[config.mk]
export PLATFORM = sky130hd
export DESIGN_NAME = serial_word_collector_flat
export DESIGN_NICKNAME = d
export VERILOG_FILES = /design/src/rtl/serial_word_collector_pkg.sv /design/src/rtl/serial_word_collector_if.sv /design/src/rtl/serial_word_collector_word_fifo2.sv /design/src/rtl/serial_word_collector.sv /design/src/flat_wrapper.sv
export SDC_FILE = /design/constraint.sdc
export NUM_CORES = 1
export LEC_CHECK = 0
export ABC_CLOCK_PERIOD_IN_PS = 3300
export CAP_MARGIN = 20
export CORE_MARGIN = 2
export CORE_UTILIZATION = 50
export DETAILED_ROUTE_END_ITERATION = 10
export GPL_TIMING_DRIVEN = 0
export HOLD_SLACK_MARGIN = 0.15
export PLACE_DENSITY_LB_ADDON = 0.12
export SYNTH_ARGS = -nofsm -noshare
export SYNTH_HDL_FRONTEND = slang
export SYNTH_SLANG_ARGS = --single-unit
[constraint.sdc]
create_clock -name clk -period 3.3 [get_ports clk]
set_clock_uncertainty 0.05 [all_clocks]
set_input_delay 0.33 -clock clk [delete_from_list [all_inputs] [get_ports clk]]
set_output_delay 0.33 -clock clk [all_outputs]
set_load 0.01 [all_outputs]
[src/rtl/serial_word_collector_pkg.sv]
// Shared constants for the serial word collector: default frame length, output
// buffer state encoding and the overflow counter width.
package serial_word_collector_pkg;

    localparam int WORD_W_DEF = 4;
    localparam int OVF_CNT_W  = 8;
    localparam logic [OVF_CNT_W-1:0] OVF_CNT_MAX = '1;

    typedef enum logic [1:0] {
        FIFO_EMPTY = 2'b00,
        FIFO_ONE   = 2'b01,
        FIFO_FULL  = 2'b10
    } fifo_state_e;

    function automatic logic [OVF_CNT_W-1:0] sat_inc(input logic [OVF_CNT_W-1:0] v);
        return (v == OVF_CNT_MAX) ? v : v + 1'b1;
    endfunction

endpackage

[src/rtl/serial_word_collector_if.sv]
// Parallel word handshake between the collector (master) and its consumer (slave).
interface serial_word_collector_if
    import serial_word_collector_pkg::*;
#(
    parameter int WORD_W = WORD_W_DEF
);
    logic [WORD_W-1:0] word_data;
    logic              word_ovf;
    logic              word_valid;
    logic              word_ready;

    modport master (output word_data, word_ovf, word_valid, input  word_ready);
    modport slave  (input  word_data, word_ovf, word_valid, output word_ready);
endinterface

[src/rtl/serial_word_collector_word_fifo2.sv]
// Two-entry FIFO. The head register only changes on a push or on a pop from FULL,
// so the last popped entry stays on dout_o while the buffer is empty.
module word_fifo2
    import serial_word_collector_pkg::*;
#(
    parameter int W = WORD_W_DEF + 1
) (
    input  logic         clk,
    input  logic         rst,
    input  logic         push_i,
    input  logic [W-1:0] din_i,
    input  logic         ready_i,
    output logic [W-1:0] dout_o,
    output logic         valid_o,
    output logic         full_o,
    output logic         drop_o
);
    fifo_state_e  state_q, state_d;
    logic [W-1:0] head_q, tail_q;
    logic         pop;

    assign pop    = (state_q != FIFO_EMPTY) && ready_i;
    assign dout_o = head_q;

    always_ff @(posedge clk) begin
        if (rst) state_q <= FIFO_EMPTY;
        else     state_q <= state_d;
    end

    always_comb begin
        state_d = state_q;
        case (state_q)
            FIFO_EMPTY: if (push_i)          state_d = FIFO_ONE;
            FIFO_ONE: begin
                if (push_i && !pop)          state_d = FIFO_FULL;
                else if (pop && !push_i)     state_d = FIFO_EMPTY;
            end
            FIFO_FULL:  if (pop && !push_i)  state_d = FIFO_ONE;
            default:                         state_d = FIFO_EMPTY;
        endcase
    end

    always_comb begin
        valid_o = (state_q != FIFO_EMPTY);
        full_o  = (state_q == FIFO_FULL);
        drop_o  = push_i && full_o && !pop;
    end

    always_ff @(posedge clk) begin
        if (rst) begin
            head_q <= '0;
            tail_q <= '0;
        end else begin
            case (state_q)
                FIFO_EMPTY: if (push_i) head_q <= din_i;
                FIFO_ONE: begin
                    if (push_i && pop)  head_q <= din_i;
                    else if (push_i)    tail_q <= din_i;
                end
                FIFO_FULL: begin
                    if (pop) begin
                        head_q <= tail_q;
                        if (push_i) tail_q <= din_i;
                    end
                end
                default: ;
            endcase
        end
    end
endmodule

[src/rtl/serial_word_collector.sv]
// Reassembles LSB-first serial bits into words tagged with an overflow flag.
// Define SERIAL_COLLECT_OVF_CNT_EN to build the saturating overflow-word counter.
module serial_word_collector
    import serial_word_collector_pkg::*;
#(
    parameter int WORD_W     = WORD_W_DEF,
    parameter int FIFO_DEPTH = 2
) (
    input  logic                   clk,
    input  logic                   rst,
    input  logic                   bit_en_i,
    input  logic                   s_bit_i,
    input  logic                   v_bit_i,
    serial_word_collector_if.master word_if,
    output logic                   drop_o,
    output logic                   overrun_o,
    output logic [OVF_CNT_W-1:0]   ovf_cnt_o
);
    localparam int CNT_W = (WORD_W > 1) ? $clog2(WORD_W) : 1;

    if (FIFO_DEPTH != 2) begin : g_bad_depth
        $error("serial_word_collector supports only FIFO_DEPTH == 2");
    end

    logic [CNT_W-1:0]  bit_cnt_q, bit_cnt_d;
    logic [WORD_W-1:0] shreg_q, shreg_d;
    logic              ovf_acc_q, ovf_acc_d;
    logic              drop_q, overrun_q;
    logic              push, last_bit, fifo_drop, fifo_full;
    logic [WORD_W:0]   push_word, fifo_dout;

    assign last_bit  = (bit_cnt_q == CNT_W'(WORD_W - 1));
    // The completing bit bypasses the shift register so the word is pushed on that same edge.
    assign push_word = {ovf_acc_q | v_bit_i, s_bit_i, shreg_q[WORD_W-2:0]};

    always_comb begin
        bit_cnt_d = bit_cnt_q;
        shreg_d   = shreg_q;
        ovf_acc_d = ovf_acc_q;
        push      = 1'b0;
        if (bit_en_i) begin
            shreg_d[bit_cnt_q] = s_bit_i;
            if (last_bit) begin
                bit_cnt_d = '0;
                ovf_acc_d = 1'b0;
                push      = 1'b1;
            end else begin
                bit_cnt_d = bit_cnt_q + 1'b1;
                ovf_acc_d = ovf_acc_q | v_bit_i;
            end
        end
    end

    always_ff @(posedge clk) begin
        if (rst) begin
            bit_cnt_q <= '0;
            shreg_q   <= '0;
            ovf_acc_q <= 1'b0;
            drop_q    <= 1'b0;
            overrun_q <= 1'b0;
        end else begin
            bit_cnt_q <= bit_cnt_d;
            shreg_q   <= shreg_d;
            ovf_acc_q <= ovf_acc_d;
            drop_q    <= fifo_drop;
            overrun_q <= overrun_q | fifo_drop;
        end
    end

    word_fifo2 #(.W(WORD_W + 1)) u_fifo (
        .clk     (clk),
        .rst     (rst),
        .push_i  (push),
        .din_i   (push_word),
        .ready_i (word_if.word_ready),
        .dout_o  (fifo_dout),
        .valid_o (word_if.word_valid),
        .full_o  (fifo_full),
        .drop_o  (fifo_drop)
    );

    assign word_if.word_data = fifo_dout[WORD_W-1:0];
    assign word_if.word_ovf  = fifo_dout[WORD_W];
    assign drop_o            = drop_q;
    assign overrun_o         = overrun_q;

`ifdef SERIAL_COLLECT_OVF_CNT_EN
    logic [OVF_CNT_W-1:0] ovf_cnt_q;
    always_ff @(posedge clk) begin
        if (rst)                                    ovf_cnt_q <= '0;
        else if (push && !fifo_drop && push_word[WORD_W]) ovf_cnt_q <= sat_inc(ovf_cnt_q);
    end
    assign ovf_cnt_o = ovf_cnt_q;
`else
    assign ovf_cnt_o = '0;
`endif

    logic unused_full;
    assign unused_full = fifo_full;
endmodule
[src/flat_wrapper.sv]
// flat-port wrapper written by rule: the top's interface ports become plain ports
module serial_word_collector_flat import serial_word_collector_pkg::*;
#(
    parameter int WORD_W     = WORD_W_DEF,
    parameter int FIFO_DEPTH = 2
)
  (clk, rst, bit_en_i, s_bit_i, v_bit_i, drop_o, overrun_o, ovf_cnt_o, word_if_word_data, word_if_word_ovf, word_if_word_valid, word_if_word_ready);
  serial_word_collector_if #(.WORD_W(WORD_W)) word_if_i ();
  input  logic clk;
  input  logic rst;
  input  logic bit_en_i;
  input  logic s_bit_i;
  input  logic v_bit_i;
  output logic drop_o;
  output logic overrun_o;
  output logic [OVF_CNT_W-1:0] ovf_cnt_o;
  output wire logic [$bits(word_if_i.word_data)-1:0] word_if_word_data;
  output wire logic [$bits(word_if_i.word_ovf)-1:0] word_if_word_ovf;
  output wire logic [$bits(word_if_i.word_valid)-1:0] word_if_word_valid;
  input wire logic [$bits(word_if_i.word_ready)-1:0] word_if_word_ready;
  assign word_if_word_data = word_if_i.word_data;
  assign word_if_word_ovf = word_if_i.word_ovf;
  assign word_if_word_valid = word_if_i.word_valid;
  assign word_if_i.word_ready = word_if_word_ready;
  serial_word_collector #(.WORD_W(WORD_W), .FIFO_DEPTH(FIFO_DEPTH)) u_core (.clk(clk), .rst(rst), .bit_en_i(bit_en_i), .s_bit_i(s_bit_i), .v_bit_i(v_bit_i), .word_if(word_if_i), .drop_o(drop_o), .overrun_o(overrun_o), .ovf_cnt_o(ovf_cnt_o));
endmodule
; ---- Yosys cells after proc, flatten, opt, wreduce, memory -nomap -nowiden
; Cells that the tools add are included.
[word_totals]
regBits = 21
in_bits = 6
output_inout_bits = 16
[classes]
muxes = 20
n_reduce_logical = 16
n_lt_le_gt_ge = 2
n_eq_ne = 9
n_addsub = 1
n_bitwise = 2
[ops]
columns = op, count
row1 = $mux 5, 6
row2 = $pmux 5 s3, 1
row3 = $mux 2, 5
row4 = $ne 2x2->1 const B, 5
row5 = $pmux 5 s2, 1
row6 = $logic_and 1x1->1, 7
row7 = $pmux 2 s3, 1
row8 = $reduce_and 3->1, 2
row9 = $bwmux 4, 1
row10 = $eq 2x2->1 const B, 2
row11 = $mux 1, 4
row12 = $reduce_and 4->1, 1
row13 = $reduce_bool 2->1, 2
row14 = $lt 2x3->1 const B, 1
row15 = $ne 3x3->1 const B, 1
row16 = $reduce_bool 3->1, 1
row17 = $add 2x1->2 const B, 1
row18 = $demux 1 s2, 1
row19 = $eq 2x1->1 const B, 1
row20 = $ge 2x1->1 const B, 1
row21 = $logic_not 1->1, 2
row22 = $logic_not 2->1, 1
row23 = $or 1x1->1, 2

; ---- Longest topological paths before layout
; Gate-level depths: netlist of run 1.
[logic_depth]
word_depth = 8
ltp_mapped = 6
depth_no_buf = 5

; ---- Modules after synthesis
; A second synthesis of run 1 with hierarchy kept.
[unflattened]
hier_cells = 115
hier_area_um2 = 1063.5
[by_module_without_submodules]
columns = mod, seq_area_each_um2, instances, cells_each, area_per_inst_um2
row1 = word_fifo2, 240.2, 1, 70, 634.4
row2 = serial_word_collector, 160.2, 1, 45, 429.2

; ---- Least setup slack after synthesis of run 1
; No wires, ideal clock.
[synth_timing]
path_kind = reg-to-reg
start = register u_core.bit_cnt_q[0]
end = register u_core.u_fifo.head_q[4], in the netlist u_core.u_fifo.dout_o[4]
synth_period_minus_slack_ps = 1631
stages_incl_launch_ff = 6
path_buffers = 0
arrival_time_ps = 1453
t_required_ps = 3122
setup_slack_ps = 1669
path_cell_list = dfxtp_1 -> ha_1 -> nand2_1 -> o31ai_2 -> mux2i_1 -> nor2_1
[synth_between]
elab_chain_cells = 6
elab_cells_between_ends = 7
[synth_lines]
columns = element, line
row1 = start: declaration, serial_word_collector.sv:25  ; logic [CNT_W-1:0] bit_cnt_q, bit_cnt_d;
row2 = start signal: assignment, serial_word_collector.sv:62  ; bit_cnt_q <= bit_cnt_d;
row3 = $eq 2x2->1 (*), serial_word_collector.sv:32  ; assign last_bit = (bit_cnt_q == CNT_W'(WORD_W - 1));
row4 = $mux 1 (*), serial_word_collector.sv:43  ; if (last_bit) begin
row5 = $mux 1 (*), serial_word_collector.sv:41  ; if (bit_en_i) begin
row6 = $logic_and 1x1->1, serial_word_collector_word_fifo2.sv:57  ; if (push_i && pop) head_q <= din_i;
row7 = $ne 2x2->1 (no source line), --
row8 = $reduce_and 4->1 (no source line) (*), --
row9 = end signal: assignment, serial_word_collector_word_fifo2.sv:55  ; FIFO_EMPTY: if (push_i) head_q <= din_i;
row10 = end signal: assignment, serial_word_collector_word_fifo2.sv:57
row11 = end signal: assignment, serial_word_collector_word_fifo2.sv:62  ; head_q <= tail_q;
row12 = end: declaration, serial_word_collector_word_fifo2.sv:19  ; logic [W-1:0] head_q, tail_q;
; Mark *: on every way between the ends. The rest lies on a longest branch, timed or not.
; A chain may end at the register's enable or synchronous reset.

; ---- Worst setup path in the final report of run 1
; Ends and elaborated chain as after synthesis.

==> results of run 1 <==
cell usage after synthesis (2+ instances only):
master    instances  area share [%]
nand2_1           7             2.7
clkbuf_1          4             1.5
dfxtp_1          20              41
a21oi_1           7             3.5
ha_1              5             6.3
nor2b_1           2             1.3
nand3_1           3             1.5
nor2_1           18             6.8
a211oi_1          4             3.0
buf_4             8             6.1
mux2i_1          11              11
inv_1             3             1.1
how the worst min path moves through the flow:
stage	cells after the start	endpoint
after floorplan	2	u_core.shreg_q[0]
after CTS	2	u_core.shreg_q[1]
final	2	u_core.u_fifo.dout_o[4]
after global placement	2	u_core.overrun_o
after detailed placement	2	u_core.overrun_o
after global routing	2	u_core.shreg_q[2]
through the flow:
step	hold WS, ns	instances	cell area [sq um]	utilization (%)	power [mW]
finish	0.392	158	1200	63.3	0.443
global route	0.428	158	1200	63.3	0.466
CTS	0.397	158	1200	63.3	0.445
detailed placement	0.401	154	1170	61.4	0.308
global placement	0.382	154	1170	61.4	0.306
floorplan	0.399	115	1010	-	0.293
state kept, by name (all words and copies together) (netlist names):
| signal | flops |
|---|---|
| u_core.bit_cnt_q | 2 |
| u_core.u_fifo.state_q | 2 |
| u_core.ovf_acc_q | 1 |
| u_core.drop_o | 1 |
| u_core.u_fifo.tail_q | 5 |
| u_core.u_fifo.dout_o | 5 |
| u_core.overrun_o | 1 |
| u_core.shreg_q | 3 |
metal layers:
layer  vias to the layer above  GRT usage [%]
met1                       351           19.4
met3                         2           3.70
li1                        394              -
met4                         0           8.10
met2                        12           26.9
met5                         -              0
where the power goes:
part | switching [mW] | internal (mW) | total (mW)
Sequential | 0.00546 | 0.247 | 0.253
Clock | 0.0729 | 0.0673 | 0.140
Combinational | 0.0261 | 0.0240 | 0.0501
Total | 0.104 | 0.339 | 0.443
placed cells by master, fill, tap and decap left out, drive strengths merged, types with 2 or more instances in the layout:
master          n
a211oi          5
nand3           3
clkbuf          8
nand2           7
mux2i          11
nor2           18
inv             3
clkdlybuf4s50  12
conb            8
dfxtp          20
buf             9
a21oi           8
ha              5
nor2b           2
cell type report:
| cell class | count | share of cell area [%] |
|---|---|---|
| clock buffers | 4 | 3.01 |
| flip-flops and latches | 20 | 33.3 |
| multi-input cells | 79 | 42.8 |
| inverters | 3 | 0.936 |
| well taps | 27 | 2.81 |
| repair buffers | 12 | 9.98 |
| plain buffers | 13 | 7.17 |
kinds of logic after synthesis:
family / synth area share (%)
AND/OR/NAND/NOR: 18.4
flip-flops: 40.6
AO/OA/AOI/OAI: 12.4
buffers and inverters: 9.89
multiplexers: 11.2
adder cells (fa/ha/maj): 6.34
other: 0.380
XOR/XNOR: 0.887
==> run summary, run 1 <==
The cell sitting at the root of the clock tree is a clkbuf_4. The routed design uses 844 microns of met2 wire. The number of cells on the worst reg-to-reg path is 5. In this run the worst setup path begins at u_core.bit_cnt_q[0]. The count of nets left with antenna violations after detail routing came out at 0. The met1 layer wirelength in the final routing came out at 780 microns. The flow ran to the end, and the final reports show no timing, DRC or antenna violations. The met3 wire length came out at 61 microns.

The longest clock path from root to sink contains 2 buffers. The startpoint kind of the worst setup timing path is a register. The TritonCTS buffer count is 3. The number of warnings issued by yosys came out at 0. The die width came out at 48.4 microns.

The clock latency reported for the late side of the worst-skew pair came out at 0.30 ns. The data required time of the critical path came out at 3.44 ns. In this design, the stage delay of the slowest critical-path cell is 0.65 ns. The H-tree depth reported by CTS came out at 1. Setup repair after global routing left no endpoint under its margin. The transition time at the pin with the least slew margin came out at 0.710 ns. The final number of max-transition violations came out at 0. The global-route wire length before repair is 2990 microns. The die area came out at 2350 sq um. Setup violations remaining at the end of the flow were counted as 0. The aggregate routed wire length is 1710 microns. The I/O pin count came out at 22. The final routed wire length divided by cell count is 10.8 microns. Walking the worst path, the cells encountered are ha_1 > nand2_1 > o31ai_2 > mux2i_1 > nor2_1. TritonCTS built the clock tree. The count of cells resized by post-cts repair is 0. The pin count of the biggest net entering global routing is 12. STA classifies the critical path endpoint as a register. Counting buffers and inverters, the worst setup path is 5 cells deep. The detailed router's first-iteration violation count came out at 14.

The largest individual stage delay along the critical path comes from the cell o31ai_2. The fraction of layout cells with a size suffix above 1 is 14.5%. After legalization and detailed placement, the total HPWL measured 1270 microns. The total number of vias is 759. At the end of routability-driven placement, the weighted congestion stood at 0.741. In this run the register-to-register setup slack is 1.41 ns. The number of port buffers came out at 12. The buffering stage count on the worst path with inverters included is 0. The area taken by flip-flops and latches came out at 400 sq um. The critical path is of the reg2reg type. The minimum clock period after layout is 1.89 ns. The post-synthesis average cell area came out at 9.14 sq um. The fraction of the yosys area taken by sequential cells is 40.6%. Data on the critical path arrives at its endpoint at 2.03 ns.

CTS saw 20 sinks. The maximum net fanout on the critical path came out at 9. Counting flops with an async set or reset pin after synthesis yields a share of 0%. The endpoint identified for the worst register-to-register timing path is u_core.u_fifo.dout_o[4]. The worst path meets setup with 1.41 ns of slack. Measured along the y axis, the die boundary spans 48.4 microns. The hold-fix buffer count after cts came out at 0. For this run, design rule violations remaining after detail routing come to 0. The number of max-cap violations is 0. The total global routing overflow is 0. The timing-limited maximum frequency came out at 0.528 GHz. The power density relative to cell area is 368 nW/um^2. The highest ir drop seen on vdd came out at 244 uV.

The worst setup path endpoint is u_core.u_fifo.dout_o[4]. The number of antenna violations at the first check in global routing is 0. In this run the post-CTS setup repair buffer count came out at 0. The mapped netlist covers 987 sq um.

The antenna diode count is 0. The headroom to the max-slew limit is 52.4%. The synthesized design contains 0 enable-type register cells. The area of the multi-input gates came out at 515 sq um. After floorplanning, the core was sized to cover 1900 sq um. Summed over all failing endpoints, the final setup total negative slack is 0 ns. The floorplan row count came out at 16.

The flip-flop and latch count after synthesis came out at 20. The share of the clock period used by the worst path after layout came out at 57.4%. The reg-to-reg critical path startpoint is u_core.bit_cnt_q[0]. The minimum setup slack after placement came out at 1.18 ns. The area growth from synthesis to layout is 21.9%.

In the synthesized netlist the dominant register cell turns out to be dfxtp_1. The gate count of the mapped netlist came out at 108. The leakage power is 0.492 nW. The combined global-route utilization of all metal layers is 16.1%.

The hold violation count in the final report is 0. After detailed routing, the number of vias per cell comes to 4.80. The worst hold path belongs to the class in2reg. The number of optimization iterations in the first detailed-route pass came out at 4. The via count of the first global-routing pass is 689. The clock-pin slew reported for the worst setup and hold paths after clock tree synthesis came out at 0.11 ns.

The startpoint of the worst hold path is rst. The initial core utilization came out at 51.9%. The number of filler cells placed in the layout came out at 171. In this design, the largest share of critical-path delay is due to compound AO/OA/AOI/OAI gates. The number of nets in the final layout is 143.

Routed signal wires occupy layers up through met4. In this run, distinct cell masters in the synthesized netlist total 28.
Note: power is estimated with default switching activity, not from simulation.
==> inputs of run 2 (changes only) <==
- ABC_CLOCK_PERIOD_IN_PS: 3300 -> 1600
- CORE_UTILIZATION: 50 -> 44
- clock period: 3.3 -> 1.6 ns (I/O delays scaled with it)
==> run summary, run 2 (same netlist as run 1, synthesis figures left out) <==
The die width is 51.4 microns. The clock-pin slew reported for the worst setup and hold paths after clock tree synthesis came out at 0.11 ns. The number of optimization iterations in the first detailed-route pass is 5.

The headroom to the max-slew limit came out at 66.2%. The number of max-cap violations came out at 0. The total global routing overflow is 0. The number of cells on the worst reg-to-reg path came out at 6. Setup repair after global routing left no endpoint under its margin. The post-detailed-route DRC marker count is 0.

The via count of the first global-routing pass is 669. The power density relative to cell area came out at 721 nW/um^2. The antenna diode count is 0.

The H-tree depth reported by CTS came out at 1. The clock passes through at most 2 buffers. The signed area change from the synthesized netlist to the final layout came out at 29.9%. The worst setup path is captured at a register. The final critical path takes up 94.3% of the cycle. In the final layout, the share of cells above drive strength 1 is 22.5%. The worst setup path is of the reg2reg kind. The aggregate routed wire length is 1810 microns. The detailed router's first-iteration violation count is 5. The total number of vias came out at 793. In the final timing run, aggregate negative setup slack is 0 ns. The standard cell core area came out at 2170 sq um.

The worst-case hold path end point is u_core.u_fifo.state_q[1]. The count of clock tree sinks is 20. The internal reg-to-reg setup slack came out at 0.09 ns. The hold violation count in the final report is 0. The clock latency reported for the late side of the worst-skew pair came out at 0.30 ns. The library cell used most frequently in the layout, excluding fill and tap cells, is nor2_1. The worst endpoint data arrival time came out at 1.64 ns.

The highest ir drop seen on vdd is 522 uV. The I/O pin count came out at 22. The die area is 2640 sq um. The count of nets left with antenna violations after detail routing is 0. The final routed wire length divided by cell count is 10.9 microns.

Measured along the y axis, the die boundary spans 51.4 microns. The data required time of the critical path is 1.73 ns. The number of port buffers is 12. The final number of max-transition violations came out at 0. The leakage power is 0.539 nW. Derived from the worst setup path, the maximum achievable clock frequency is 0.663 GHz. The final count of negative-setup-slack endpoints is 0. TritonCTS built the clock tree. The floorplan row count is 17. The TritonCTS buffer count is 3. CTS placed an instance of clkbuf_4 at the clock tree root. The wire-length estimate of the detail-placed layout is 1230 microns. STA classifies the critical path startpoint as a register. The pin count of the biggest net entering global routing is 12.

The number of vias per cell came out at 4.78. The final non-filler cell total is 166. Including well taps, the total number of placed cells is 155. The global-route wire length before repair came out at 2970 microns. On the final layout, the worst hold slack is 0.223 ns. The combined global-route utilization of all metal layers is 15.7%.

The number of antenna violations at the first check in global routing came out at 0. The number of cells on the worst hold path came out at 2. The maximum net fanout on the critical path is 5. Once the floorplan was initialized, standard cells occupied 45.5% of the core. In this run the most critical hold path is launched from rst. The number of filler cells placed in the layout is 219. The final layout contains 150 nets. Cells fill 59.1% of the core in the end. The flow ran to the end, and the final reports show no timing, DRC or antenna violations. The weighted congestion at the end of routability-driven global placement came out at 0.708. The worst path in the final design needs a cycle of 1.51 ns, including I/O delays and setup. At the pin with the least slew margin, the transition time is 0.507 ns. The end of the worst register-to-register path is u_core.u_fifo.dout_o[4].

The worst hold path belongs to the class in2reg. The library cells used most frequently in the layout, excluding fill and tap cells, are nor2_1 (18), dfxtp_1 (16), buf_4 (15). The startpoint identified for the worst register-to-register timing path is u_core.bit_cnt_q[1].
==> run 2: cell types whose count changed in the layout (fill, tap and decap cells not counted), sizes merged <==
| cell | delta |
|---|---|
| buf | +7 |
| clkdlybuf4s50 | -1 |
| dlygate4sd2 | +1 |
==> run 2: repair_timing <==
| item | CTS | global route |
|---|---|---|
| gates resized for setup | 4 | 7 |
| pin swaps | 2 | 3 |
| buffers inserted | 2 | 6 |
| hold buffers | 0 | 0 |
| endpoints found under the setup margin | 7 | 10 |
==> run 2: worst max-delay path by stage <==
stage,start,to,cells after the start
5_1_grt,u_core.bit_cnt_q[1],u_core.u_fifo.dout_o[4],6
3_3_place_gp,word_if_word_ready,u_core.u_fifo.tail_q[2],5
6_report,u_core.bit_cnt_q[1],u_core.u_fifo.dout_o[4],6
3_5_place_dp,word_if_word_ready,u_core.u_fifo.tail_q[2],5
2_1_floorplan,u_core.bit_cnt_q[0],u_core.u_fifo.dout_o[4],5
4_1_cts,u_core.u_fifo.state_q[0],u_core.u_fifo.tail_q[2],4
==> run 2: report_power, final <==
group          internal (mW)  leakage [nW]  switching [mW]  total (mW)
sequential             0.507         0.165         0.00928       0.516
clock                  0.139        0.0210           0.154       0.293
combinational         0.0572         0.353          0.0585       0.116
total                  0.703         0.539           0.222       0.924
==> run 2: worst max-delay path, stage by stage, from the launching register on <==
cell and delay, ns:
dfxtp_4 0.38, ha_1 0.17, nand2_2 0.12, o31ai_4 0.28
buf_4 0.16, mux2i_1 0.18, nor2_1 0.05
==> run 2: metrics by stage <==
stage / instance area (sq um) / setup WS [ns] / power [mW]
floorplan: 1020 / 0.0789 / 0.605
global placement: 1180 / -0.197 / 0.633
detailed placement: 1180 / -0.225 / 0.637
CTS: 1230 / 0.0119 / 0.928
global route: 1280 / 0.00181 / 0.963
finish: 1280 / 0.0919 / 0.924
==> run 2: layout make-up <==
class | count | area [sq um] | share of cell area [%]
multi-input combinational | 79 | 527 | 41.1
sequential | 20 | 415 | 32.4
timing repair buffer | 20 | 183 | 14.2
buffer | 12 | 75.1 | 5.85
clock buffer | 4 | 36.3 | 2.83
tap | 28 | 35.0 | 2.73
inverter | 3 | 11.3 | 0.878
==> run 2: metal layers <==
metal  global-route usage [%]  up-vias  part of all wire (%)
met5                        0        -                     0
met4                     10.5        0                   2.4
met3                     2.92        4                   5.3
met2                     25.6       23                    45
met1                     18.4      357                    47
li1                         -      409                     -
==> inputs of run 3 (changes only) <==
- HOLD_SLACK_MARGIN: 0.15 -> unset
- PLACE_DENSITY: unset -> 0.8
- PLACE_DENSITY_LB_ADDON: 0.12 -> unset
- TNS_END_PERCENT: unset -> 100
==> run summary, run 3 (same netlist as run 1, synthesis figures left out) <==
The flow ran to the end, and the final reports show no timing, DRC or antenna violations. The post-layout instance area is 1280 sq um. The longest individual stage delay on the worst path came out at 0.48 ns. The initial core utilization is 45.5%. The internal power component is 813 uW. The total global routing overflow came out at 0.

Clock-pin slew was measured on the worst setup and hold paths at 0.11 ns. The post-detailed-route DRC marker count came out at 0. Leaving out fill and tap cells, the most frequent cell in the layout is nor2_1.

After detailed placement, the total cell area comes to 1180 sq um. Setup repair after global routing left no endpoint under its margin. The minimum clock period after layout is 1.52 ns. The number of port buffers came out at 12. The met3 demand-to-capacity share in global routing came out at 2.63%.

The antenna diode count is 0. The combined global-route utilization of all metal layers is 14.6%. The TritonCTS buffer count is 3. The root buffer cell chosen for the clock tree is clkbuf_4.

The global-route wire length before repair came out at 2840 microns. In this run the remaining antenna-violating nets after routing total 0. The height of the die is 51.4 microns. The worst setup path is launched from an input pin.

The critical path is of the in2reg type. The hold-fix buffer count after cts came out at 0. Of the total power, the share spent switching nets is 22.0%. Counting every sink on the clock net gives 20. Once layout is complete, the cells apart from fillers number 164. The final number of max-transition violations is 0. The weighted congestion at the end of routability-driven global placement came out at 0.765.

The number of antenna violations at the first check in global routing was 0. Entering global routing, the biggest net connects 13 pins. The number of max-cap violations is 0. The leakage power is 0.535 nW. The floorplan row count came out at 17.

The family with the most delay on the worst path is simple AND/OR/NAND/NOR gates. The standard cell core area came out at 2170 sq um. For met1 alone, demand over resource in global routing was 17.9%.

The data required time of the critical path came out at 1.74 ns. The detailed router's first-iteration violation count came out at 18. The clock tree from TritonCTS is done. The signed area change from the synthesized netlist to the final layout came out at 29.8%. Static timing analysis puts the maximum clock frequency at 0.659 GHz. The die width came out at 51.4 microns. Data arrives at the worst endpoint at 1.66 ns.

The combinational group share of total power is 10.3%. The total number of vias is 766. Per report_power, the clock group accounts for 39.9% of the total. The switching power summed over all nets came out at 229 uW. The number of nets in the final layout came out at 148. The via count of the first global-routing pass came out at 670. CTS built an H-tree with a depth of 1.

The fraction of layout cells with a size suffix above 1 is 21.3%. On the critical path, the stage with the largest delay is an instance of clkdlybuf4s50_1. Walking the worst path, the cells encountered are clkdlybuf4s50_1 > or3b_4 > a21oi_4 > mux2i_1 > nor2_1. STA classifies the critical path endpoint as a register. The number of vias per cell is 4.67.

In this run the count of I/O pins placed on the die edge is 22. The HPWL reported at the end of detailed placement is 1270 microns. The hold violation count in the final report came out at 0.

The highest-utilization routing layer at the global route stage is met2. The completed layout was analyzed and its total power is 1.04 mW. The aggregate routed wire length came out at 1800 microns. The final routed wire length divided by cell count is 11.0 microns. The maximum root-to-sink buffer count came out at 2. The power density relative to cell area is 813 nW/um^2. The final count of negative-setup-slack endpoints came out at 0.

In this run the worst path has a maximum fanout of 6. The highest ir drop seen on vdd came out at 529 uV. The number of optimization iterations in the first detailed-route pass came out at 4. The global-route met2 utilization is 24.8%. The number of cells in the design after placement is 155.

The floorplan step defined a die boundary enclosing 2640 sq um. Registers are responsible for 49.8% of the overall power. The final critical path takes up 94.9% of the cycle. The top cell types in the final layout, fill and taps aside, are nor2_1 (18), dfxtp_1 (16), buf_4 (13). The clock latency reported for the late side of the worst-skew pair came out at 0.30 ns. The buffering stage count on the worst path with inverters included came out at 1. The final core utilization came out at 59.1%. The min-delay analysis places its worst path in the category in2reg.
==> run 3: cell types whose count changed in the layout (fill, tap and decap cells not counted) <==
cell,before,now
clkbuf_8,1,0
buf_4,15,13
bufinv_16,0,1
dfxtp_4,4,3
dfxtp_2,0,1
==> run 3: stage by stage <==
stage          hold slack (ns)  TNS, ns  worst slack [ns]
6_report                 0.195        0            0.0816
5_1_grt                  0.211        0           0.00612
4_1_cts                  0.219        0           0.00744
3_5_place_dp             0.404    -1.69            -0.221
3_3_place_gp             0.384    -1.48            -0.193
2_1_floorplan            0.257        0            0.0789
==> run 3: layer usage <==
metal,part of all wire (%),up-vias
met1,46,327
li1,-,408
met4,1.7,0
met5,0,-
met2,47,27
met3,5.2,4
==> run 3: path summary, 6_finish.rpt <==
kind                                           endpoint  cells after the start  slack [ns]                     start
worst min register to register         u_core.overrun_o                      2        0.42          u_core.overrun_o
worst max-delay path            u_core.u_fifo.tail_q[3]                      5        0.08        word_if_word_ready
worst min-delay path            u_core.u_fifo.tail_q[3]                      2        0.20                       rst
worst max register to register  u_core.u_fifo.tail_q[3]                      4        0.08  u_core.u_fifo.state_q[1]
==> run 3: layout make-up <==
class                   count  area [sq um]
inverters                   3          11.3
flip-flops and latches     20           413
well taps                  28          35.0
repair buffers             18           168
clock buffers               3          22.5
clock inverters             1          30.0
multi-input cells          79           527
plain buffers              12          75.1
fillers                   215           888
==> run 3: what timing repair did <==
item                       in CTS  in global routing
pin swaps                       2                  4
hold endpoints to repair        0                  0
setup endpoints to repair       7                  9
gates resized for setup         3                  7
setup buffers                   2                  4
==> run 3: power groups by stage <==
stage	clock network [mW]	registers, mW	logic, mW
after global placement	0	0.532	0.101
final	0.416	0.518	0.107
after floorplan	0	0.531	0.0732
after global routing	0.442	0.521	0.121
after detailed placement	0	0.533	0.103
after CTS	0.418	0.522	0.105
==> run 3: worst register-to-register path, stage by stage, from the launching register on <==
cell	delay, ns
dfxtp_4	0.39
or3b_4	0.39
a21oi_4	0.28
mux2i_1	0.24
nor2_1	0.06
